## config.mk

```make
export PLATFORM = sky130hd
export DESIGN_NAME = pipe_ctrl_flat
export DESIGN_NICKNAME = d
export VERILOG_FILES = /design/src/rtl/pipe_ctrl_pkg.sv /design/src/rtl/pipe_ctrl_if.sv /design/src/rtl/pipe_hazard_detect.sv /design/src/rtl/pipe_ctrl.sv /design/src/flat_wrapper.sv
export SDC_FILE = /design/constraint.sdc
export NUM_CORES = 1
export LEC_CHECK = 0
export CAP_MARGIN = 20
export CORE_ASPECT_RATIO = 0.7
export CORE_UTILIZATION = 30
export CTS_CLUSTER_DIAMETER = 120
export DETAILED_ROUTE_END_ITERATION = 12
export PLACE_DENSITY = 0.8
export SKIP_CTS_REPAIR_TIMING = 1
export SYNTH_ARGS = -nofsm -noshare
export SYNTH_HDL_FRONTEND = slang
export SYNTH_SLANG_ARGS = --single-unit
```

## constraint.sdc

```tcl
create_clock -name clk -period 1.4 [get_ports clk]
set_input_delay 0.14 -clock clk [delete_from_list [all_inputs] [get_ports clk]]
set_output_delay 0.14 -clock clk [all_outputs]
set_load 0.05 [all_outputs]
```

## src/rtl/pipe_ctrl_pkg.sv

```systemverilog
// Shared types for the pipeline sequencer: register-index bus, FSM state and
// PC redirect encodings.
package pipe_ctrl_pkg;

  localparam int unsigned REG_INDEX_W = 5;
  localparam int unsigned DRAIN_CNT_W = 4;

  typedef logic [REG_INDEX_W-1:0] reg_index_t;

  typedef enum logic [1:0] {
    ST_RUN        = 2'd0,
    ST_MEM_WAIT   = 2'd1,
    ST_TRAP_DRAIN = 2'd2
  } ctrl_state_e;

  typedef enum logic [1:0] {
    REDIR_NONE   = 2'd0,
    REDIR_BRANCH = 2'd1,
    REDIR_TRAP   = 2'd2
  } redirect_e;

endpackage

```

## src/rtl/pipe_ctrl_if.sv

```systemverilog
// Hazard inputs and flow/flush controls between the pipeline datapath and
// pipe_ctrl. master = sequencer side, slave = datapath side.
interface pipe_ctrl_if;
  import pipe_ctrl_pkg::*;

  logic       if_busy_i;
  reg_index_t id_rs1_index_i;
  logic       id_rs1_en_i;
  reg_index_t id_rs2_index_i;
  logic       id_rs2_en_i;
  reg_index_t ex_rd_index_i;
  logic       ex_rd_en_i;
  logic       ex_inst_load_i;
  logic       ex_branch_taken_i;
  logic       mem_req_i;
  logic       mem_ack_i;
  logic       mem_trap_i;

  logic       if2id_valid_o;
  logic       id2ex_valid_o;
  logic       ex2mem_valid_o;
  logic       mem2wb_valid_o;
  logic       if2id_flush_o;
  logic       id2ex_flush_o;
  logic       ex2mem_flush_o;
  logic       mem2wb_flush_o;
  logic       pc_hold_o;
  logic [1:0] pc_redirect_o;
  logic       mem_wait_o;

  modport master (
    input  if_busy_i, id_rs1_index_i, id_rs1_en_i, id_rs2_index_i, id_rs2_en_i,
           ex_rd_index_i, ex_rd_en_i, ex_inst_load_i, ex_branch_taken_i,
           mem_req_i, mem_ack_i, mem_trap_i,
    output if2id_valid_o, id2ex_valid_o, ex2mem_valid_o, mem2wb_valid_o,
           if2id_flush_o, id2ex_flush_o, ex2mem_flush_o, mem2wb_flush_o,
           pc_hold_o, pc_redirect_o, mem_wait_o
  );

  modport slave (
    output if_busy_i, id_rs1_index_i, id_rs1_en_i, id_rs2_index_i, id_rs2_en_i,
           ex_rd_index_i, ex_rd_en_i, ex_inst_load_i, ex_branch_taken_i,
           mem_req_i, mem_ack_i, mem_trap_i,
    input  if2id_valid_o, id2ex_valid_o, ex2mem_valid_o, mem2wb_valid_o,
           if2id_flush_o, id2ex_flush_o, ex2mem_flush_o, mem2wb_flush_o,
           pc_hold_o, pc_redirect_o, mem_wait_o
  );

endinterface

```

## src/rtl/pipe_hazard_detect.sv

```systemverilog
// Combinational load-use comparator: an EX load whose rd feeds a used ID
// source operand. x0 never creates a dependency.
module pipe_hazard_detect
  import pipe_ctrl_pkg::*;
(
  input  reg_index_t id_rs1_index_i,
  input  logic       id_rs1_en_i,
  input  reg_index_t id_rs2_index_i,
  input  logic       id_rs2_en_i,
  input  reg_index_t ex_rd_index_i,
  input  logic       ex_rd_en_i,
  input  logic       ex_inst_load_i,
  output logic       load_use_o
);

  logic rs1_hit_s;
  logic rs2_hit_s;

  assign rs1_hit_s  = id_rs1_en_i & (id_rs1_index_i == ex_rd_index_i);
  assign rs2_hit_s  = id_rs2_en_i & (id_rs2_index_i == ex_rd_index_i);
  assign load_use_o = ex_inst_load_i & ex_rd_en_i
                    & (ex_rd_index_i != reg_index_t'(5'd0))
                    & (rs1_hit_s | rs2_hit_s);

endmodule

```

## src/rtl/pipe_ctrl.sv

```systemverilog
// Five-stage pipeline sequencer: hazard priority, memory wait and trap drain.
// Define PIPE_CTRL_PERF_EN to add the stall/flush performance counters.
module pipe_ctrl
  import pipe_ctrl_pkg::*;
#(
  parameter int unsigned TRAP_DRAIN_CYCLES = 2
`ifdef PIPE_CTRL_PERF_EN
  ,
  parameter int unsigned PERF_W = 32
`endif
)(
  input  logic       clk,
  input  logic       rst,
  pipe_ctrl_if.master pif
`ifdef PIPE_CTRL_PERF_EN
  ,
  output logic [PERF_W-1:0] stall_cycles_o,
  output logic [PERF_W-1:0] flush_events_o
`endif
);

  localparam logic [DRAIN_CNT_W-1:0] DRAIN_LOAD = DRAIN_CNT_W'(TRAP_DRAIN_CYCLES - 1);

  ctrl_state_e            state_r;
  ctrl_state_e            state_nxt_s;
  logic [DRAIN_CNT_W-1:0] drain_cnt_r;
  logic [DRAIN_CNT_W-1:0] drain_cnt_nxt_s;

  logic       mem_stall_s;
  logic       load_use_s;
  // Bit order for valid/flush vectors: {mem2wb, ex2mem, id2ex, if2id}
  logic [3:0] valid_s;
  logic [3:0] flush_s;
  logic       pc_hold_s;
  redirect_e  redirect_s;
  logic       mem_wait_s;

  assign mem_stall_s = pif.mem_req_i & ~pif.mem_ack_i;

  pipe_hazard_detect u_hazard (
    .id_rs1_index_i (pif.id_rs1_index_i),
    .id_rs1_en_i    (pif.id_rs1_en_i),
    .id_rs2_index_i (pif.id_rs2_index_i),
    .id_rs2_en_i    (pif.id_rs2_en_i),
    .ex_rd_index_i  (pif.ex_rd_index_i),
    .ex_rd_en_i     (pif.ex_rd_en_i),
    .ex_inst_load_i (pif.ex_inst_load_i),
    .load_use_o     (load_use_s)
  );

  // FSM state and drain counter registers
  always_ff @(posedge clk) begin
    if (rst) begin
      state_r     <= ST_RUN;
      drain_cnt_r <= 4'd0;
    end else begin
      state_r     <= state_nxt_s;
      drain_cnt_r <= drain_cnt_nxt_s;
    end
  end

  // Next-state logic; the ack cycle of MEM_WAIT is decided like a RUN cycle
  always_comb begin
    state_nxt_s     = state_r;
    drain_cnt_nxt_s = drain_cnt_r;
    case (state_r)
      ST_RUN, ST_MEM_WAIT: begin
        if (mem_stall_s) begin
          state_nxt_s = ST_MEM_WAIT;
        end else if (pif.mem_trap_i) begin
          state_nxt_s     = ST_TRAP_DRAIN;
          drain_cnt_nxt_s = DRAIN_LOAD;
        end else begin
          state_nxt_s = ST_RUN;
        end
      end
      ST_TRAP_DRAIN: begin
        if (pif.mem_trap_i) begin
          drain_cnt_nxt_s = DRAIN_LOAD;
        end else if (drain_cnt_r == 4'd0) begin
          state_nxt_s = ST_RUN;
        end else begin
          drain_cnt_nxt_s = drain_cnt_r - 4'd1;
        end
      end
      default: begin
        state_nxt_s     = ST_RUN;
        drain_cnt_nxt_s = 4'd0;
      end
    endcase
  end

  // Flow/flush decode in strict hazard priority order
  always_comb begin
    valid_s    = 4'b1111;
    flush_s    = 4'b0000;
    pc_hold_s  = 1'b0;
    redirect_s = REDIR_NONE;
    mem_wait_s = 1'b0;
    if (rst) begin
      valid_s   = 4'b0000;
      pc_hold_s = 1'b1;
    end else if (state_r == ST_TRAP_DRAIN) begin
      flush_s = 4'b0111;
    end else if (mem_stall_s) begin
      valid_s    = 4'b1000;
      flush_s    = 4'b1000;
      pc_hold_s  = 1'b1;
      mem_wait_s = 1'b1;
    end else if (pif.mem_trap_i) begin
      flush_s    = 4'b0111;
      redirect_s = REDIR_TRAP;
    end else if (pif.ex_branch_taken_i) begin
      flush_s    = 4'b0011;
      redirect_s = REDIR_BRANCH;
    end else if (load_use_s) begin
      valid_s   = 4'b1110;
      flush_s   = 4'b0010;
      pc_hold_s = 1'b1;
    end else if (pif.if_busy_i) begin
      flush_s   = 4'b0001;
      pc_hold_s = 1'b1;
    end else begin
      valid_s = 4'b1111;
    end
  end

  assign pif.if2id_valid_o  = valid_s[0];
  assign pif.id2ex_valid_o  = valid_s[1];
  assign pif.ex2mem_valid_o = valid_s[2];
  assign pif.mem2wb_valid_o = valid_s[3];
  assign pif.if2id_flush_o  = flush_s[0];
  assign pif.id2ex_flush_o  = flush_s[1];
  assign pif.ex2mem_flush_o = flush_s[2];
  assign pif.mem2wb_flush_o = flush_s[3];
  assign pif.pc_hold_o      = pc_hold_s;
  assign pif.pc_redirect_o  = redirect_s;
  assign pif.mem_wait_o     = mem_wait_s;

`ifdef PIPE_CTRL_PERF_EN
  logic [PERF_W-1:0] stall_cycles_r;
  logic [PERF_W-1:0] flush_events_r;

  // Only mem-stall and load-use hold if2id outside reset
  always_ff @(posedge clk) begin
    if (rst) begin
      stall_cycles_r <= {PERF_W{1'b0}};
      flush_events_r <= {PERF_W{1'b0}};
    end else begin
      if (!valid_s[0]) begin
        stall_cycles_r <= stall_cycles_r + {{(PERF_W-1){1'b0}}, 1'b1};
      end else begin
        stall_cycles_r <= stall_cycles_r;
      end
      if (redirect_s != REDIR_NONE) begin
        flush_events_r <= flush_events_r + {{(PERF_W-1){1'b0}}, 1'b1};
      end else begin
        flush_events_r <= flush_events_r;
      end
    end
  end

  assign stall_cycles_o = stall_cycles_r;
  assign flush_events_o = flush_events_r;
`endif

endmodule

```

## src/flat_wrapper.sv

```systemverilog
// flat-port wrapper written by rule: the top's interface ports become plain ports
module pipe_ctrl_flat import pipe_ctrl_pkg::*;
#(
  parameter int unsigned TRAP_DRAIN_CYCLES = 2

)
  (clk, rst, pif_if_busy_i, pif_id_rs1_index_i, pif_id_rs1_en_i, pif_id_rs2_index_i, pif_id_rs2_en_i, pif_ex_rd_index_i, pif_ex_rd_en_i, pif_ex_inst_load_i, pif_ex_branch_taken_i, pif_mem_req_i, pif_mem_ack_i, pif_mem_trap_i, pif_if2id_valid_o, pif_id2ex_valid_o, pif_ex2mem_valid_o, pif_mem2wb_valid_o, pif_if2id_flush_o, pif_id2ex_flush_o, pif_ex2mem_flush_o, pif_mem2wb_flush_o, pif_pc_hold_o, pif_pc_redirect_o, pif_mem_wait_o);
  pipe_ctrl_if pif_i ();
  input  logic clk;
  input  logic rst;
  input wire logic [$bits(pif_i.if_busy_i)-1:0] pif_if_busy_i;
  input wire logic [$bits(pif_i.id_rs1_index_i)-1:0] pif_id_rs1_index_i;
  input wire logic [$bits(pif_i.id_rs1_en_i)-1:0] pif_id_rs1_en_i;
  input wire logic [$bits(pif_i.id_rs2_index_i)-1:0] pif_id_rs2_index_i;
  input wire logic [$bits(pif_i.id_rs2_en_i)-1:0] pif_id_rs2_en_i;
  input wire logic [$bits(pif_i.ex_rd_index_i)-1:0] pif_ex_rd_index_i;
  input wire logic [$bits(pif_i.ex_rd_en_i)-1:0] pif_ex_rd_en_i;
  input wire logic [$bits(pif_i.ex_inst_load_i)-1:0] pif_ex_inst_load_i;
  input wire logic [$bits(pif_i.ex_branch_taken_i)-1:0] pif_ex_branch_taken_i;
  input wire logic [$bits(pif_i.mem_req_i)-1:0] pif_mem_req_i;
  input wire logic [$bits(pif_i.mem_ack_i)-1:0] pif_mem_ack_i;
  input wire logic [$bits(pif_i.mem_trap_i)-1:0] pif_mem_trap_i;
  output wire logic [$bits(pif_i.if2id_valid_o)-1:0] pif_if2id_valid_o;
  output wire logic [$bits(pif_i.id2ex_valid_o)-1:0] pif_id2ex_valid_o;
  output wire logic [$bits(pif_i.ex2mem_valid_o)-1:0] pif_ex2mem_valid_o;
  output wire logic [$bits(pif_i.mem2wb_valid_o)-1:0] pif_mem2wb_valid_o;
  output wire logic [$bits(pif_i.if2id_flush_o)-1:0] pif_if2id_flush_o;
  output wire logic [$bits(pif_i.id2ex_flush_o)-1:0] pif_id2ex_flush_o;
  output wire logic [$bits(pif_i.ex2mem_flush_o)-1:0] pif_ex2mem_flush_o;
  output wire logic [$bits(pif_i.mem2wb_flush_o)-1:0] pif_mem2wb_flush_o;
  output wire logic [$bits(pif_i.pc_hold_o)-1:0] pif_pc_hold_o;
  output wire logic [$bits(pif_i.pc_redirect_o)-1:0] pif_pc_redirect_o;
  output wire logic [$bits(pif_i.mem_wait_o)-1:0] pif_mem_wait_o;
  assign pif_i.if_busy_i = pif_if_busy_i;
  assign pif_i.id_rs1_index_i = pif_id_rs1_index_i;
  assign pif_i.id_rs1_en_i = pif_id_rs1_en_i;
  assign pif_i.id_rs2_index_i = pif_id_rs2_index_i;
  assign pif_i.id_rs2_en_i = pif_id_rs2_en_i;
  assign pif_i.ex_rd_index_i = pif_ex_rd_index_i;
  assign pif_i.ex_rd_en_i = pif_ex_rd_en_i;
  assign pif_i.ex_inst_load_i = pif_ex_inst_load_i;
  assign pif_i.ex_branch_taken_i = pif_ex_branch_taken_i;
  assign pif_i.mem_req_i = pif_mem_req_i;
  assign pif_i.mem_ack_i = pif_mem_ack_i;
  assign pif_i.mem_trap_i = pif_mem_trap_i;
  assign pif_if2id_valid_o = pif_i.if2id_valid_o;
  assign pif_id2ex_valid_o = pif_i.id2ex_valid_o;
  assign pif_ex2mem_valid_o = pif_i.ex2mem_valid_o;
  assign pif_mem2wb_valid_o = pif_i.mem2wb_valid_o;
  assign pif_if2id_flush_o = pif_i.if2id_flush_o;
  assign pif_id2ex_flush_o = pif_i.id2ex_flush_o;
  assign pif_ex2mem_flush_o = pif_i.ex2mem_flush_o;
  assign pif_mem2wb_flush_o = pif_i.mem2wb_flush_o;
  assign pif_pc_hold_o = pif_i.pc_hold_o;
  assign pif_pc_redirect_o = pif_i.pc_redirect_o;
  assign pif_mem_wait_o = pif_i.mem_wait_o;
  pipe_ctrl #(.TRAP_DRAIN_CYCLES(TRAP_DRAIN_CYCLES)) u_core (.clk(clk), .rst(rst), .pif(pif_i));
endmodule
```

## Yosys cells after proc, flatten, opt, wreduce, memory -nomap -nowiden

Index checks and enable logic that the tools add are counted.

| storage, ports and cells | value |
|---|---|
| output and inout port bits | 12 |
| input bits | 26 |
| word-level logic and storage cells | 64 |
| flip-flop bits (word level) | 6 |

| operators by class | value |
|---|---|
| reduce and logical (&&, ||, !) cells | 6 |
| bitwise gates (word level) | 8 |
| muxes and demuxes | 38 |
| $add $sub $neg | 1 |
| equality and inequality tests | 9 |

Operators with widths:

| operator | count |
|---|---|
| 4-bit two-way mux | 15 |
| 2-bit two-way mux | 8 |
| 1-bit two-way mux | 13 |
| 5-bit equality test | 2 |
| 4-bit one-hot mux with 2 select lines | 1 |
| 1-bit bitwise AND | 6 |
| 2-bit != test, second input constant | 3 |
| 5-bit nonzero test | 1 |
| 4-bit zero test | 1 |
| 2-bit one-hot mux with 2 select lines | 1 |
| 4-bit by 1-bit subtractor with 4-bit output, second input constant | 1 |
| 3-bit != test, second input constant | 1 |
| 3-bit AND reduction | 1 |
| 2-bit by 1-bit equality test with 1-bit output, second input constant | 1 |
| 2-bit equality test, second input constant | 1 |
| 2-bit zero test | 1 |
| 2-bit by 1-bit != test with 1-bit output, second input constant | 1 |
| 2-bit AND reduction | 1 |
| 2-bit OR reduction | 1 |
| 1-bit inverter | 1 |
| 1-bit bitwise OR | 1 |

## Logic depth before layout (Yosys ltp)

Gate-level depths: netlist (run 1).

| depth | value |
|---|---|
| word-level depth | 10 |
| depth in mapped cells | 7 |
| gate-level depth less buffers | 7 |

## Hierarchy

A second synthesis (run 1) with hierarchy kept.

| unflattened totals | value |
|---|---|
| cell total of the unflattened synthesis | 77 |
| area, all modules | 599.3 sq um |

By module, submodules not included:

| module | seq. area each (sq um) | times used | area each (sq um) | cells an instance |
|---|---|---|---|---|
| pipe_ctrl | 120.1 | 1 | 464.2 | 60 |
| pipe_hazard_detect | 0.0 | 1 | 135.1 | 17 |

## Least setup slack after synthesis (run 1)

Ideal clock, no wire load.

| path | value |
|---|---|
| kind | input port to output port |
| start point | input pif_ex_rd_index_i[2] |
| end point | output pif_pc_hold_o |
| buffers on the path | 0 |
| required time | 1260 ps |
| arrival time | 2285 ps |
| stages on the path | 5 |
| path slack | -1025 ps |
| cell sequence | xnor2_1 > nand4_1 > o22ai_1 > a21oi_1 > o41ai_1 |

| between the ends | value |
|---|---|
| longest elaborated chain between the ends | 10 |
| elaborated cells between the ends (all ways) | 14 |
| those cells by class | 2 x eq/ne; 6 x mux; 5 x bitwise; 1 x reduce/logical |

Ends and longest elaborated chain:

| element | RTL line | source |
|---|---|---|
| from (decl) | flat_wrapper.sv:16 | `input wire logic [$bits(pif_i.ex_rd_index_i)-1:0] pif_ex_rd_index_i;` |
| 5-bit equality test (on tied branches) | pipe_hazard_detect.sv:19, pipe_hazard_detect.sv:20 |  |
| 1-bit bitwise AND (on tied branches) | pipe_hazard_detect.sv:19, pipe_hazard_detect.sv:20 |  |
| 1-bit bitwise OR | pipe_hazard_detect.sv:23 | `& (rs1_hit_s \| rs2_hit_s);` |
| 1-bit bitwise AND * | pipe_hazard_detect.sv:23 |  |
| 1-bit two-way mux * | pipe_ctrl.sv:116 | `end else if (load_use_s) begin` |
| 1-bit two-way mux * | pipe_ctrl.sv:113 | `end else if (pif.ex_branch_taken_i) begin` |
| 1-bit two-way mux * | pipe_ctrl.sv:110 | `end else if (pif.mem_trap_i) begin` |
| 1-bit two-way mux * | pipe_ctrl.sv:105 | `end else if (mem_stall_s) begin` |
| 1-bit two-way mux * | pipe_ctrl.sv:103 | `end else if (state_r == ST_TRAP_DRAIN) begin` |
| 1-bit two-way mux * | pipe_ctrl.sv:100 | `if (rst) begin` |
| to (decl) | flat_wrapper.sv:31 | `output wire logic [$bits(pif_i.pc_hold_o)-1:0] pif_pc_hold_o;` |

Mark *: on every way between the ends. The rest lies on a longest branch, timed or not.

## Worst setup path after layout (run 1)

| path | value |
|---|---|
| start point | input pif_ex_rd_index_i[1] |
| end point | output pif_if2id_flush_o |

| between the ends | value |
|---|---|
| longest elaborated chain between the ends | 10 |
| elaborated cells between the ends (all ways) | 14 |
| those cells by class | 2 x eq/ne; 6 x mux; 5 x bitwise; 1 x reduce/logical |

Ends and longest elaborated chain:

| element | RTL line | source |
|---|---|---|
| 5-bit equality test (on tied branches) | pipe_hazard_detect.sv:19, pipe_hazard_detect.sv:20 |  |
| 1-bit bitwise AND (on tied branches) | pipe_hazard_detect.sv:19, pipe_hazard_detect.sv:20 |  |
| 1-bit bitwise OR | pipe_hazard_detect.sv:23 |  |
| 1-bit bitwise AND * | pipe_hazard_detect.sv:23 |  |
| 4-bit two-way mux * | pipe_ctrl.sv:116 |  |
| 4-bit two-way mux * | pipe_ctrl.sv:113 |  |
| 4-bit two-way mux * | pipe_ctrl.sv:110 |  |
| 4-bit two-way mux * | pipe_ctrl.sv:105 |  |
| 4-bit two-way mux * | pipe_ctrl.sv:103 |  |
| 4-bit two-way mux * | pipe_ctrl.sv:100 |  |
| to (decl) | flat_wrapper.sv:27 | `output wire logic [$bits(pif_i.if2id_flush_o)-1:0] pif_if2id_flush_o;` |

Marks and branches as above.

==> impl_results.html, run 1 <==
<table>
<tr><th>Metric</th><th>Value</th></tr>
<tr><th colspan="2">Pwr</th></tr>
<tr><td>Overall power of the completed layout</td><td>0.00107 W</td></tr>
<tr><td>Peak ir drop on the vdd network</td><td>0.000690 V</td></tr>
<tr><td>Power per standard cell area</td><td>668 nW/um^2</td></tr>
<tr><td>Leak Pwr</td><td>0.763 nW</td></tr>
<tr><th colspan="2">Timing</th></tr>
<tr><td>PnR worst setup slack</td><td>-344 ps</td></tr>
<tr><td>Transition at the pin with the smallest max-transition slack</td><td>455 ps</td></tr>
<tr><td>Number of hold violations in the final report</td><td>0</td></tr>
<tr><td>Fmax</td><td>573 MHz</td></tr>
<tr><td>Max-slew headroom</td><td>69.6%</td></tr>
<tr><td>Aggregate negative setup slack</td><td>-2250 ps</td></tr>
<tr><td>Count of final max-slew check failures</td><td>0</td></tr>
<tr><td>Post-layout minimum cycle time</td><td>1740 ps</td></tr>
<tr><td>Setup violation total in the final timing report</td><td>15</td></tr>
<tr><td>Final period util</td><td>125%</td></tr>
<tr><td>Setup repair after global routing missed its margin</td><td>yes</td></tr>
<tr><td>Worst clock skew on the final layout</td><td>8.55 ps</td></tr>
<tr><th colspan="2">Worst setup path</th></tr>
<tr><td>Category of the worst setup path capture point</td><td>primary output</td></tr>
<tr><td>Critical Path RT</td><td>1260 ps</td></tr>
<tr><td>Reg2Reg Capture Point</td><td>u_core.drain_cnt_r[3]</td></tr>
<tr><td>Slowest cell delay on critical path</td><td>380 ps</td></tr>
<tr><td>Crit path launch</td><td>pif_ex_rd_index_i[1]</td></tr>
<tr><td>R2R Path Start</td><td>u_core.drain_cnt_r[1]</td></tr>
<tr><td>Critical path class</td><td>primary input to primary output</td></tr>
<tr><td>Largest driver fanout on the critical path</td><td>2</td></tr>
<tr><td>Cells on worst reg2reg path</td><td>7</td></tr>
<tr><td>Slowest-stage cell, CP</td><td>or3_1</td></tr>
<tr><td>Kind of start point of the critical path</td><td>primary input</td></tr>
<tr><td>Worst reg2reg setup slack</td><td>-60 ps</td></tr>
<tr><td>Critical Path AT</td><td>1600 ps</td></tr>
<tr><td>Cell breakdown of the critical path</td><td>buf_6, or3_1, o311a_1, and2_4, a211oi_4, buf_12</td></tr>
<tr><th colspan="2">Drt</th></tr>
<tr><td>First-pass DRT Iterations</td><td>4</td></tr>
<tr><td>Wirelength per Cell</td><td>23.9 um</td></tr>
<tr><td>DRC violations left</td><td>0</td></tr>
<tr><td>DRT iter0 DRCs</td><td>35</td></tr>
<tr><td>Antenna-violating nets left</td><td>0</td></tr>
<tr><td>Number of vias after detailed routing</td><td>978</td></tr>
<tr><td>Final routed wirelength across all metal layers</td><td>3.90 mm</td></tr>
<tr><td>Vias per cell</td><td>6.00</td></tr>
<tr><th colspan="2">Clocking</th></tr>
<tr><td>Clk sink count</td><td>6</td></tr>
<tr><td>Later-pin clock latency in the skew report</td><td>270 ps</td></tr>
<tr><td>Number of buffers on the longest clock path</td><td>2</td></tr>
<tr><td>H-Tree Depth</td><td>1</td></tr>
<tr><td>Number of buffers created by CTS</td><td>3</td></tr>
<tr><td>CTS tree</td><td>built</td></tr>
<tr><td>Clock root buffer</td><td>clkbuf_4</td></tr>
<tr><td>Clock-pin slew of the registers on the worst-case setup and hold paths</td><td>50 ps</td></tr>
<tr><th colspan="2">Hold path</th></tr>
<tr><td>Number of cells on the worst hold path</td><td>4</td></tr>
<tr><td>Class of the most critical hold timing path</td><td>primary input to flop</td></tr>
<tr><td>Endpoint, Worst Hold</td><td>u_core.state_r[0]</td></tr>
<tr><td>Worst Min Path Start</td><td>pif_mem_req_i</td></tr>
<tr><th colspan="2">Synthesis</th></tr>
<tr><td>Sequential area share after synthesis</td><td>21.3%</td></tr>
<tr><td>Register bit total from synthesis</td><td>6</td></tr>
<tr><td>Ys async rst share</td><td>0%</td></tr>
<tr><td>Syn nets</td><td>104</td></tr>
<tr><td>Unique cell type count in the Yosys netlist</td><td>28</td></tr>
<tr><td>Synth Warn #</td><td>0</td></tr>
<tr><td>Cell count after synthesis</td><td>76</td></tr>
<tr><td>Dominant synthesized flop cell</td><td>dfxtp_1</td></tr>
<tr><td>Post-synth EDFFs</td><td>0</td></tr>
<tr><td>Post-synthesis instance area</td><td>564 sq um</td></tr>
<tr><td>Syn Area/Cell</td><td>7.42 sq um</td></tr>
<tr><th colspan="2">Global routing</th></tr>
<tr><td>Number of antenna violations at the first check in global routing</td><td>0</td></tr>
<tr><td>Maximum number of pins on one net before global-route repair</td><td>9</td></tr>
<tr><td>Number of global-route vias before repair</td><td>835</td></tr>
<tr><td>Remaining global-route overflow</td><td>0</td></tr>
<tr><td>Global-route wire length before repair</td><td>4.09 mm</td></tr>
<tr><td>Global-route usage over all layers</td><td>29.8%</td></tr>
<tr><th colspan="2">Floorplanning</th></tr>
<tr><td>Number of placement rows</td><td>12</td></tr>
<tr><td>Effective utilization at floorplan</td><td>33.9%</td></tr>
<tr><td>DIE AREA</td><td>2060 sq um</td></tr>
<tr><td>Placeable core region</td><td>1670 sq um</td></tr>
<tr><td>Die outline height</td><td>38.3 um</td></tr>
<tr><td>Boundary Pins</td><td>38</td></tr>
<tr><td>Die extent in x</td><td>53.8 um</td></tr>
<tr><th colspan="2">Cells and area</th></tr>
<tr><td>Most common library cell in the layout ignoring fill and taps</td><td>buf_4</td></tr>
<tr><td>Total Nets Final</td><td>172</td></tr>
<tr><td>Commonest cells after routing, fill and taps aside</td><td>buf_4 (20), dlymetal6s2s_1 (14), buf_6 (11), buf_12 (11), xnor2_1 (9)</td></tr>
<tr><td>Number of antenna repair diodes</td><td>0</td></tr>
<tr><td>Layout Area Growth over Synthesis</td><td>183%</td></tr>
<tr><td>Fraction of layout cells with a size suffix above 1</td><td>60.6%</td></tr>
<tr><th colspan="2">Run status</th></tr>
<tr><td>Run status</td><td>finished, violations left</td></tr>
<tr><td>Violated checks</td><td>setup timing</td></tr>
<tr><th colspan="2">Placed design</th></tr>
<tr><td>Dpl hpwl</td><td>2.21 mm</td></tr>
<tr><td>Weighted congestion at the end of routability-driven global placement</td><td>0.786</td></tr>
<tr><td>Port Buffers</td><td>37</td></tr>
<tr><th colspan="2">Flow run</th></tr>
<tr><td>Max Cap Viol</td><td>0</td></tr>
</table>
[logic make-up (layout without fill, tap and decap cells)]
family	Yosys count	count (layout)	synth area share, %
buf+inv	8	74	6.87
flops	6	6	21.3
xor+xnor	12	12	18.6
compound gates	15	15	18.2
simple gates	33	33	30.6
fa+ha+maj	2	2	4.43
[through the flow]
stage	setup slack (ps)	utilization [%]	hold WS (ps)	instances	area (sq um)
finish	-344	95.9	375	163	1600
global route	-376	95.9	371	163	1600
CTS	-645	82.6	560	159	1380
detailed placement	-637	81.2	544	156	1350
global placement	-579	81.2	514	156	1350
floorplan	-242	-	204	76	684
[power by group]
group	total, W	internal (W)	switching [W]
registers	0.000209	0.000189	0.0000196
logic	0.000670	0.000343	0.000326
clock network	0.000189	0.0000989	0.0000905
[sequential cells by signal, summed over array words and instances, names as in the netlist]
register,cells
u_core.state_r,2
u_core.drain_cnt_r,4
[how the worst max path moves through the flow]
stage,to,slack (ps),depth (start not counted)
finish,pif_if2id_flush_o,-340,6
global route,pif_if2id_flush_o,-380,6
detailed placement,pif_pc_hold_o,-640,8
global placement,pif_if2id_flush_o,-580,6
CTS,pif_pc_hold_o,-640,8
floorplan,pif_if2id_flush_o,-240,4
[cell usage after synthesis, types with 2 or more instances]
master    count  area, sq um
o21ai_0       4         20.0
or3_1         2         12.5
ha_1          2         25.0
inv_1         4         15.0
nor3_1        7         35.0
nand4_1       2         12.5
a21oi_1       5         25.0
dfxtp_1       6          120
nand2b_1      2         12.5
buf_4         2         15.0
nand2_1       5         18.8
xnor2_1      12          105
nor2_1        8         30.0
[layer usage]
layer  wire [um]  vias up  track usage (%)
li1            -      402                -
met1        1570      483             37.6
met2        1860       63             47.2
met3         227       30             7.94
met4         234        0             13.2
met5           0        -                0
[final cells by class]
type,instances,area (sq um)
multi-input cells,62,637
well taps,21,26.3
fillers,40,68.8
repair buffers,67,764
inverters,4,22.5
flip-flops and latches,6,125
clock buffers,3,22.5
[worst max-delay path, delay by kind of cell]
| family | cells | cell delay, ps |
|---|---|---|
| and+or+nand+nor | 2 | 550 |
| buffers and inverters | 2 | 270 |
| AOI/OAI and AO/OA | 2 | 640 |
(Power assumes the default switching activity.)
==> run 2, diff against run 1 <==
SKIP_LAST_GASP = 1   (was not set)
==> run 2 against run 1 <==
  * The flow still finishes with violations (setup timing)
  * Sequential share of layout area did not move
  * Clock skew barely moved
  * Routed wire length barely moved
  * Core utilization did not move
  * Critical path type unchanged
==> impl_results.html, run 2 (synthesized netlist as in run 1, its figures left out) <==
<table>
<tr><th>Metric</th><th>Value</th></tr>
<tr><th colspan="2">Run status</th></tr>
<tr><td>Run status</td><td>finished, violations left</td></tr>
<tr><td>Violated checks</td><td>setup timing</td></tr>
<tr><th colspan="2">Worst setup path</th></tr>
<tr><td>Critical Path RT</td><td>1260 ps (about the same)</td></tr>
<tr><td>Kind of start point of the critical path</td><td>primary input</td></tr>
<tr><td>Critical path class</td><td>primary input to primary output</td></tr>
<tr><td>Cells on worst reg2reg path</td><td>7 (unchanged)</td></tr>
<tr><td>R2R Path Start</td><td>u_core.drain_cnt_r[1]</td></tr>
<tr><td>Category of the worst setup path capture point</td><td>primary output</td></tr>
<tr><td>Worst reg2reg setup slack</td><td>-60 ps (about the same)</td></tr>
<tr><td>Crit path to</td><td>pif_if2id_flush_o</td></tr>
<tr><td>Largest driver fanout on the critical path</td><td>2 (unchanged)</td></tr>
<tr><td>Crit path launch</td><td>pif_ex_rd_index_i[1]</td></tr>
<tr><td>Reg2Reg Capture Point</td><td>u_core.drain_cnt_r[3]</td></tr>
<tr><td>Critical Path AT</td><td>1600 ps (about the same)</td></tr>
<tr><th colspan="2">Clocking</th></tr>
<tr><td>CTS tree</td><td>built</td></tr>
<tr><td>Number of buffers created by CTS</td><td>3 (unchanged)</td></tr>
<tr><td>H-Tree Depth</td><td>1 (unchanged)</td></tr>
<tr><td>Clock root buffer</td><td>clkbuf_4</td></tr>
<tr><td>Number of buffers on the longest clock path</td><td>2 (unchanged)</td></tr>
<tr><td>Later-pin clock latency in the skew report</td><td>270 ps (about the same)</td></tr>
<tr><td>Clk sink count</td><td>6 (unchanged)</td></tr>
<tr><td>Clock-pin slew of the registers on the worst-case setup and hold paths</td><td>50 ps (about the same)</td></tr>
<tr><th colspan="2">Drt</th></tr>
<tr><td>Antenna-violating nets left</td><td>0 (unchanged)</td></tr>
<tr><td>Number of vias after detailed routing</td><td>984 (+0.61%)</td></tr>
<tr><td>Wirelength per Cell</td><td>23.9 um (about the same)</td></tr>
<tr><td>Vias per cell</td><td>6.04 (+0.61%)</td></tr>
<tr><td>DRC violations left</td><td>0 (unchanged)</td></tr>
<tr><td>DRT iter0 DRCs</td><td>35 (unchanged)</td></tr>
<tr><td>First-pass DRT Iterations</td><td>4 (unchanged)</td></tr>
<tr><td>Final routed wirelength across all metal layers</td><td>3.90 mm (about the same)</td></tr>
<tr><th colspan="2">Pwr</th></tr>
<tr><td>Peak ir drop on the vdd network</td><td>0.000691 V (about the same)</td></tr>
<tr><td>Power per standard cell area</td><td>668 nW/um^2 (about the same)</td></tr>
<tr><td>Leak Pwr</td><td>0.764 nW (about the same)</td></tr>
<tr><th colspan="2">Placed design</th></tr>
<tr><td>Placed Instances</td><td>156 (unchanged)</td></tr>
<tr><td>Dpl hpwl</td><td>2.21 mm (unchanged)</td></tr>
<tr><td>Weighted congestion at the end of routability-driven global placement</td><td>0.786 (unchanged)</td></tr>
<tr><td>Port Buffers</td><td>37 (unchanged)</td></tr>
<tr><th colspan="2">Floorplanning</th></tr>
<tr><td>Placeable core region</td><td>1670 sq um (unchanged)</td></tr>
<tr><td>Number of placement rows</td><td>12 (unchanged)</td></tr>
<tr><td>Effective utilization at floorplan</td><td>33.9% (unchanged)</td></tr>
<tr><td>Boundary Pins</td><td>38 (unchanged)</td></tr>
<tr><td>Die extent in x</td><td>53.8 um (unchanged)</td></tr>
<tr><td>Die outline height</td><td>38.3 um (unchanged)</td></tr>
<tr><td>DIE AREA</td><td>2060 sq um (unchanged)</td></tr>
<tr><th colspan="2">Timing</th></tr>
<tr><td>Count of final max-slew check failures</td><td>0 (unchanged)</td></tr>
<tr><td>PnR worst setup slack</td><td>-343 ps (+1.05 ps)</td></tr>
<tr><td>Transition at the pin with the smallest max-transition slack</td><td>460 ps (+4.56 ps)</td></tr>
<tr><td>Worst clock skew on the final layout</td><td>8.49 ps (-0.0623 ps)</td></tr>
<tr><td>Final period util</td><td>124% (about the same)</td></tr>
<tr><td>Fmax</td><td>574 MHz (about the same)</td></tr>
<tr><td>Setup repair after global routing missed its margin</td><td>yes</td></tr>
<tr><td>Post-layout minimum cycle time</td><td>1740 ps (-1.05 ps)</td></tr>
<tr><td>Setup violation total in the final timing report</td><td>15 (unchanged)</td></tr>
<tr><td>Number of hold violations in the final report</td><td>0 (unchanged)</td></tr>
<tr><td>Max-slew headroom</td><td>69.3% (-0.30 points)</td></tr>
<tr><th colspan="2">Cells and area</th></tr>
<tr><td>Fraction of layout cells with a size suffix above 1</td><td>60.6% (unchanged)</td></tr>
<tr><td>Total Nets Final</td><td>172 (unchanged)</td></tr>
<tr><td>Number of antenna repair diodes</td><td>0 (unchanged)</td></tr>
<tr><td>Fillers</td><td>40 (unchanged)</td></tr>
<tr><td>Fraction of the core area covered by cells at the end of the flow</td><td>95.9% (unchanged)</td></tr>
<tr><td>Number of non-filler instances in the completed layout</td><td>163 (unchanged)</td></tr>
<tr><td>Register with the most flip-flops</td><td>u_core.drain_cnt_r</td></tr>
<tr><td>Flip-flop count of the largest register, all copies and words added</td><td>4 (unchanged)</td></tr>
<tr><td>Layout Area Growth over Synthesis</td><td>183% (unchanged)</td></tr>
<tr><td>Commonest cells after routing, fill and taps aside</td><td>buf_4 (20), dlymetal6s2s_1 (14), buf_6 (11), buf_12 (11), xnor2_1 (9)</td></tr>
<tr><td>Most common library cell in the layout ignoring fill and taps</td><td>buf_4</td></tr>
<tr><td>Leading registers by flop count</td><td>u_core.drain_cnt_r (4), u_core.state_r (2)</td></tr>
<tr><th colspan="2">Hold path</th></tr>
<tr><td>Class of the most critical hold timing path</td><td>primary input to flop</td></tr>
<tr><th colspan="2">Global routing</th></tr>
<tr><td>Remaining global-route overflow</td><td>0 (unchanged)</td></tr>
<tr><td>Maximum number of pins on one net before global-route repair</td><td>9 (unchanged)</td></tr>
<tr><td>Global-route usage over all layers</td><td>29.8% (unchanged)</td></tr>
<tr><td>Global-route wire length before repair</td><td>4.09 mm (unchanged)</td></tr>
<tr><td>Number of antenna violations at the first check in global routing</td><td>0 (unchanged)</td></tr>
<tr><td>Number of global-route vias before repair</td><td>835 (unchanged)</td></tr>
<tr><th colspan="2">Flow run</th></tr>
<tr><td>Max Cap Viol</td><td>0 (unchanged)</td></tr>
</table>
run 2: cell counts in the layout (fill, tap and decap cells not counted):
Identical to the previous run, type by type.
run 2: power breakdown:
group / internal (W) / switching, W
logic: 0.000343 / 0.000326
clock network: 0.0000989 / 0.0000904
registers: 0.000189 / 0.0000194
run 2: cell type report:
class,instances,area [sq um],area share (%)
clock buffer,3,22.5,1.41
inverter,4,22.5,1.41
multi-input combinational,62,637,39.9
sequential,6,125,7.83
tap,21,26.3,1.64
timing repair buffer,67,764,47.8
run 2: metrics by stage:
step                setup TNS [ps]  hold WS, ps  setup WS [ps]  power (W)  area, sq um
CTS                          -4250          560           -645   0.000936         1380
global placement             -3860          514           -579   0.000734         1350
detailed placement           -4650          544           -637   0.000756         1350
global route                 -2950          371           -376    0.00110         1600
floorplan                     -669          204           -242   0.000463          684
finish                       -2230          376           -343    0.00107         1600
run 2: worst max-delay path, cell delays in order:
cell and delay (ps):
buf_6 100, or3_1 380, o311a_1 360, and2_4 170, a211oi_4 280, buf_12 170
run 2: how the worst min path moves through the flow:
stage	depth (start not counted)	end	slack, ps	start
2_1_floorplan	1	u_core.state_r[1]	200	rst
3_3_place_gp	2	u_core.state_r[0]	510	u_core.state_r[1]
3_5_place_dp	2	u_core.drain_cnt_r[3]	540	u_core.drain_cnt_r[3]
4_1_cts	2	u_core.state_r[0]	560	u_core.state_r[1]
5_1_grt	4	u_core.state_r[0]	370	pif_mem_ack_i
6_report	4	u_core.state_r[0]	380	pif_mem_req_i
run 2: per-layer routing:
metal  share of wire, %  routed length, um  vias up  global-route usage (%)
met2                 48               1870       65                    47.2
met5                  0                  0        -                       0
met3                5.6                220       30                    7.94
met4                5.8                226        0                    13.2
met1                 40               1580      487                    37.6
li1                   -                  -      402                       -
==> run 3, diff against run 2 <==
HOLD_SLACK_MARGIN = 0.06   (was not set)
PLACE_DENSITY = 0.78   (was 0.8)
clock period = 2.2 ns   (was 1.4 ns; I/O delays follow)
==> run 3 against run 2 <==
  * Total power decreased by 52%
  * Core utilization is 26 points lower
  * Critical path depth rose by 1
  * The flow now finishes without violations
  * Design area decreased by 27%
  * Die area unchanged
  * Sequential share of layout area increased by 2.5 points
  * Combinational power decreased by 58%
  * Worst setup slack improved by 380 ps
==> impl_results.html, run 3 (synthesized netlist as in run 1, its figures left out) <==
<table>
<tr><th>Metric</th><th>Value</th></tr>
<tr><th colspan="2">Hold path</th></tr>
<tr><td>Class of the most critical hold timing path</td><td>flop to flop</td></tr>
<tr><th colspan="2">Floorplanning</th></tr>
<tr><td>Effective utilization at floorplan</td><td>33.9% (unchanged)</td></tr>
<tr><td>DIE AREA</td><td>2060 sq um (unchanged)</td></tr>
<tr><td>Placeable core region</td><td>1670 sq um (unchanged)</td></tr>
<tr><td>Die outline height</td><td>38.3 um (unchanged)</td></tr>
<tr><td>Die extent in x</td><td>53.8 um (unchanged)</td></tr>
<tr><td>Number of placement rows</td><td>12 (unchanged)</td></tr>
<tr><td>Boundary Pins</td><td>38 (unchanged)</td></tr>
<tr><th colspan="2">Drt</th></tr>
<tr><td>First-pass DRT Iterations</td><td>4 (unchanged)</td></tr>
<tr><td>Final routed wirelength across all metal layers</td><td>2.22 mm (-43%)</td></tr>
<tr><td>Vias per cell</td><td>5.23 (-13%)</td></tr>
<tr><td>Number of vias after detailed routing</td><td>737 (-25%)</td></tr>
<tr><td>DRC violations left</td><td>0 (unchanged)</td></tr>
<tr><td>DRT iter0 DRCs</td><td>21 (-40%)</td></tr>
<tr><td>Wirelength per Cell</td><td>15.8 um (-34%)</td></tr>
<tr><td>Antenna-violating nets left</td><td>0 (unchanged)</td></tr>
<tr><th colspan="2">Worst setup path</th></tr>
<tr><td>Worst reg2reg setup slack</td><td>460 ps (+520 ps)</td></tr>
<tr><td>Slowest-stage cell, CP</td><td>clkdlybuf4s50_1</td></tr>
<tr><td>Critical Path AT</td><td>1940 ps (+340 ps)</td></tr>
<tr><td>Sum of buffers and inverters on the critical path</td><td>2 (unchanged)</td></tr>
<tr><td>Slowest cell delay on critical path</td><td>510 ps (+130 ps)</td></tr>
<tr><td>Cell breakdown of the critical path</td><td>clkdlybuf4s50_1, xnor2_2, nand4_1, o22ai_2, a21oi_2, o41ai_2, bufbuf_16</td></tr>
<tr><td>Critical Path RT</td><td>1980 ps (+720 ps)</td></tr>
<tr><td>Kind of start point of the critical path</td><td>primary input</td></tr>
<tr><td>Largest driver fanout on the critical path</td><td>3 (+1)</td></tr>
<tr><td>Critical path class</td><td>primary input to primary output</td></tr>
<tr><td>Category of the worst setup path capture point</td><td>primary output</td></tr>
<tr><td>Cell family contributing the most delay on the critical path</td><td>buffers and inverters</td></tr>
<tr><th colspan="2">Timing</th></tr>
<tr><td>Worst clock skew on the final layout</td><td>0.857 ps (-7.63 ps)</td></tr>
<tr><td>Smallest hold slack</td><td>539 ps (+163 ps)</td></tr>
<tr><td>Setup violation total in the final timing report</td><td>0 (-15)</td></tr>
<tr><td>Final period util</td><td>98.2%</td></tr>
<tr><td>Post-layout minimum cycle time</td><td>2160 ps</td></tr>
<tr><td>Max-slew headroom</td><td>55.2% (-14 points)</td></tr>
<tr><td>Transition at the pin with the smallest max-transition slack</td><td>665 ps (+205 ps)</td></tr>
<tr><td>Fmax</td><td>463 MHz</td></tr>
<tr><td>Count of final max-slew check failures</td><td>0 (unchanged)</td></tr>
<tr><td>Number of hold violations in the final report</td><td>0 (unchanged)</td></tr>
<tr><th colspan="2">Clocking</th></tr>
<tr><td>Clock root buffer</td><td>clkbuf_4</td></tr>
<tr><td>Number of buffers on the longest clock path</td><td>2 (unchanged)</td></tr>
<tr><td>Number of buffers created by CTS</td><td>3 (unchanged)</td></tr>
<tr><td>Clock-pin slew of the registers on the worst-case setup and hold paths</td><td>50 ps (about the same)</td></tr>
<tr><td>Later-pin clock latency in the skew report</td><td>250 ps (-20 ps)</td></tr>
<tr><td>CTS tree</td><td>built</td></tr>
<tr><td>H-Tree Depth</td><td>1 (unchanged)</td></tr>
<tr><td>Clk sink count</td><td>6 (unchanged)</td></tr>
<tr><th colspan="2">Global routing</th></tr>
<tr><td>Number of antenna violations at the first check in global routing</td><td>0 (unchanged)</td></tr>
<tr><td>Global-route wire length before repair</td><td>3.02 mm (-26%)</td></tr>
<tr><td>Remaining global-route overflow</td><td>0 (unchanged)</td></tr>
<tr><td>Maximum number of pins on one net before global-route repair</td><td>11 (+2)</td></tr>
<tr><td>Global-route usage over all layers</td><td>21.8% (-8.0 points)</td></tr>
<tr><td>Number of global-route vias before repair</td><td>659 (-21%)</td></tr>
<tr><th colspan="2">Pwr</th></tr>
<tr><td>Peak ir drop on the vdd network</td><td>0.000271 V (-61%)</td></tr>
<tr><td>Leak Pwr</td><td>0.523 nW (-31%)</td></tr>
<tr><td>Power per standard cell area</td><td>444 nW/um^2 (-34%)</td></tr>
<tr><th colspan="2">Cells and area</th></tr>
<tr><td>Flip-flop count of the largest register, all copies and words added</td><td>4 (unchanged)</td></tr>
<tr><td>Layout Area Growth over Synthesis</td><td>106%</td></tr>
<tr><td>Total Nets Final</td><td>150 (-13%)</td></tr>
<tr><td>Register with the most flip-flops</td><td>u_core.drain_cnt_r</td></tr>
<tr><td>Most common library cell in the layout ignoring fill and taps</td><td>clkdlybuf4s50_1</td></tr>
<tr><td>Commonest cells after routing, fill and taps aside</td><td>clkdlybuf4s50_1 (19), buf_4 (13), nor2_1 (8)</td></tr>
<tr><td>Number of antenna repair diodes</td><td>0 (unchanged)</td></tr>
<tr><td>Fraction of layout cells with a size suffix above 1</td><td>29.2% (-31 points)</td></tr>
<tr><td>Leading registers by flop count</td><td>u_core.drain_cnt_r (4), u_core.state_r (2)</td></tr>
<tr><td>Fraction of the core area covered by cells at the end of the flow</td><td>69.9% (-26 points)</td></tr>
<tr><th colspan="2">Run status</th></tr>
<tr><td>Run status</td><td>complete, no violations</td></tr>
<tr><th colspan="2">Flow run</th></tr>
<tr><td>Max Cap Viol</td><td>0 (unchanged)</td></tr>
<tr><th colspan="2">Placed design</th></tr>
<tr><td>Weighted congestion at the end of routability-driven global placement</td><td>0.803 (+2.1%)</td></tr>
<tr><td>Port Buffers</td><td>37 (unchanged)</td></tr>
<tr><td>Dpl hpwl</td><td>1.68 mm (-24%)</td></tr>
</table>
==> run 3: worst paths after layout <==
| path | startpoint | to | cells past startpoint |
|---|---|---|---|
| setup reg to reg | u_core.drain_cnt_r[0] | u_core.drain_cnt_r[0] | 6 |
| setup / recovery | pif_id_rs2_index_i[3] | pif_pc_hold_o | 7 |
| hold reg to reg | u_core.drain_cnt_r[2] | u_core.drain_cnt_r[2] | 2 |
| hold / removal | u_core.drain_cnt_r[2] | u_core.drain_cnt_r[2] | 2 |
==> run 3: final cells by class <==
class	instances	area, sq um
Timing Repair Buffer	45	515
Multi-Input combinational cell	62	465
Sequential cell	6	120
Fill cell	112	502
Clock buffer	3	22.5
Tap cell	21	26.3
Inverter	4	15.0
==> run 3: worst min-delay path, cell delays in order (launching register included) <==
cell     delay, ps
dfxtp_1        350
xnor2_1         80
nor2_1          70
==> run 3: through the flow <==
stage / setup WS, ps / instances / setup TNS (ps) / power, W / instance area, sq um
floorplan: 139 / 76 / 0 / 0.000268 / 577
global placement: -31.6 / 137 / -31.6 / 0.000390 / 1060
detailed placement: -47.2 / 137 / -92.3 / 0.000396 / 1060
CTS: -53.8 / 140 / -104 / 0.000500 / 1080
global route: -44.9 / 141 / -44.9 / 0.000544 / 1160
finish: 39.2 / 141 / 0 / 0.000517 / 1160
==> run 3: report_power, final <==
group / switching (W) / internal, W
Sequential: 0.00000961 / 0.000120
Clock: 0.0000418 / 0.0000618
Combinational: 0.000139 / 0.000145
Total: 0.000190 / 0.000327
==> run 3: per-layer routing <==
| metal | track usage [%] | share of wire [%] | wire length (um) | vias to the layer above |
|---|---|---|---|---|
| li1 | - | - | - | 354 |
| met1 | 28.5 | 43 | 946 | 344 |
| met2 | 34.9 | 48 | 1070 | 31 |
| met3 | 7.54 | 6.3 | 140 | 8 |
| met4 | 3.29 | 2.8 | 63 | 0 |
| met5 | 0 | 0 | 0 | - |
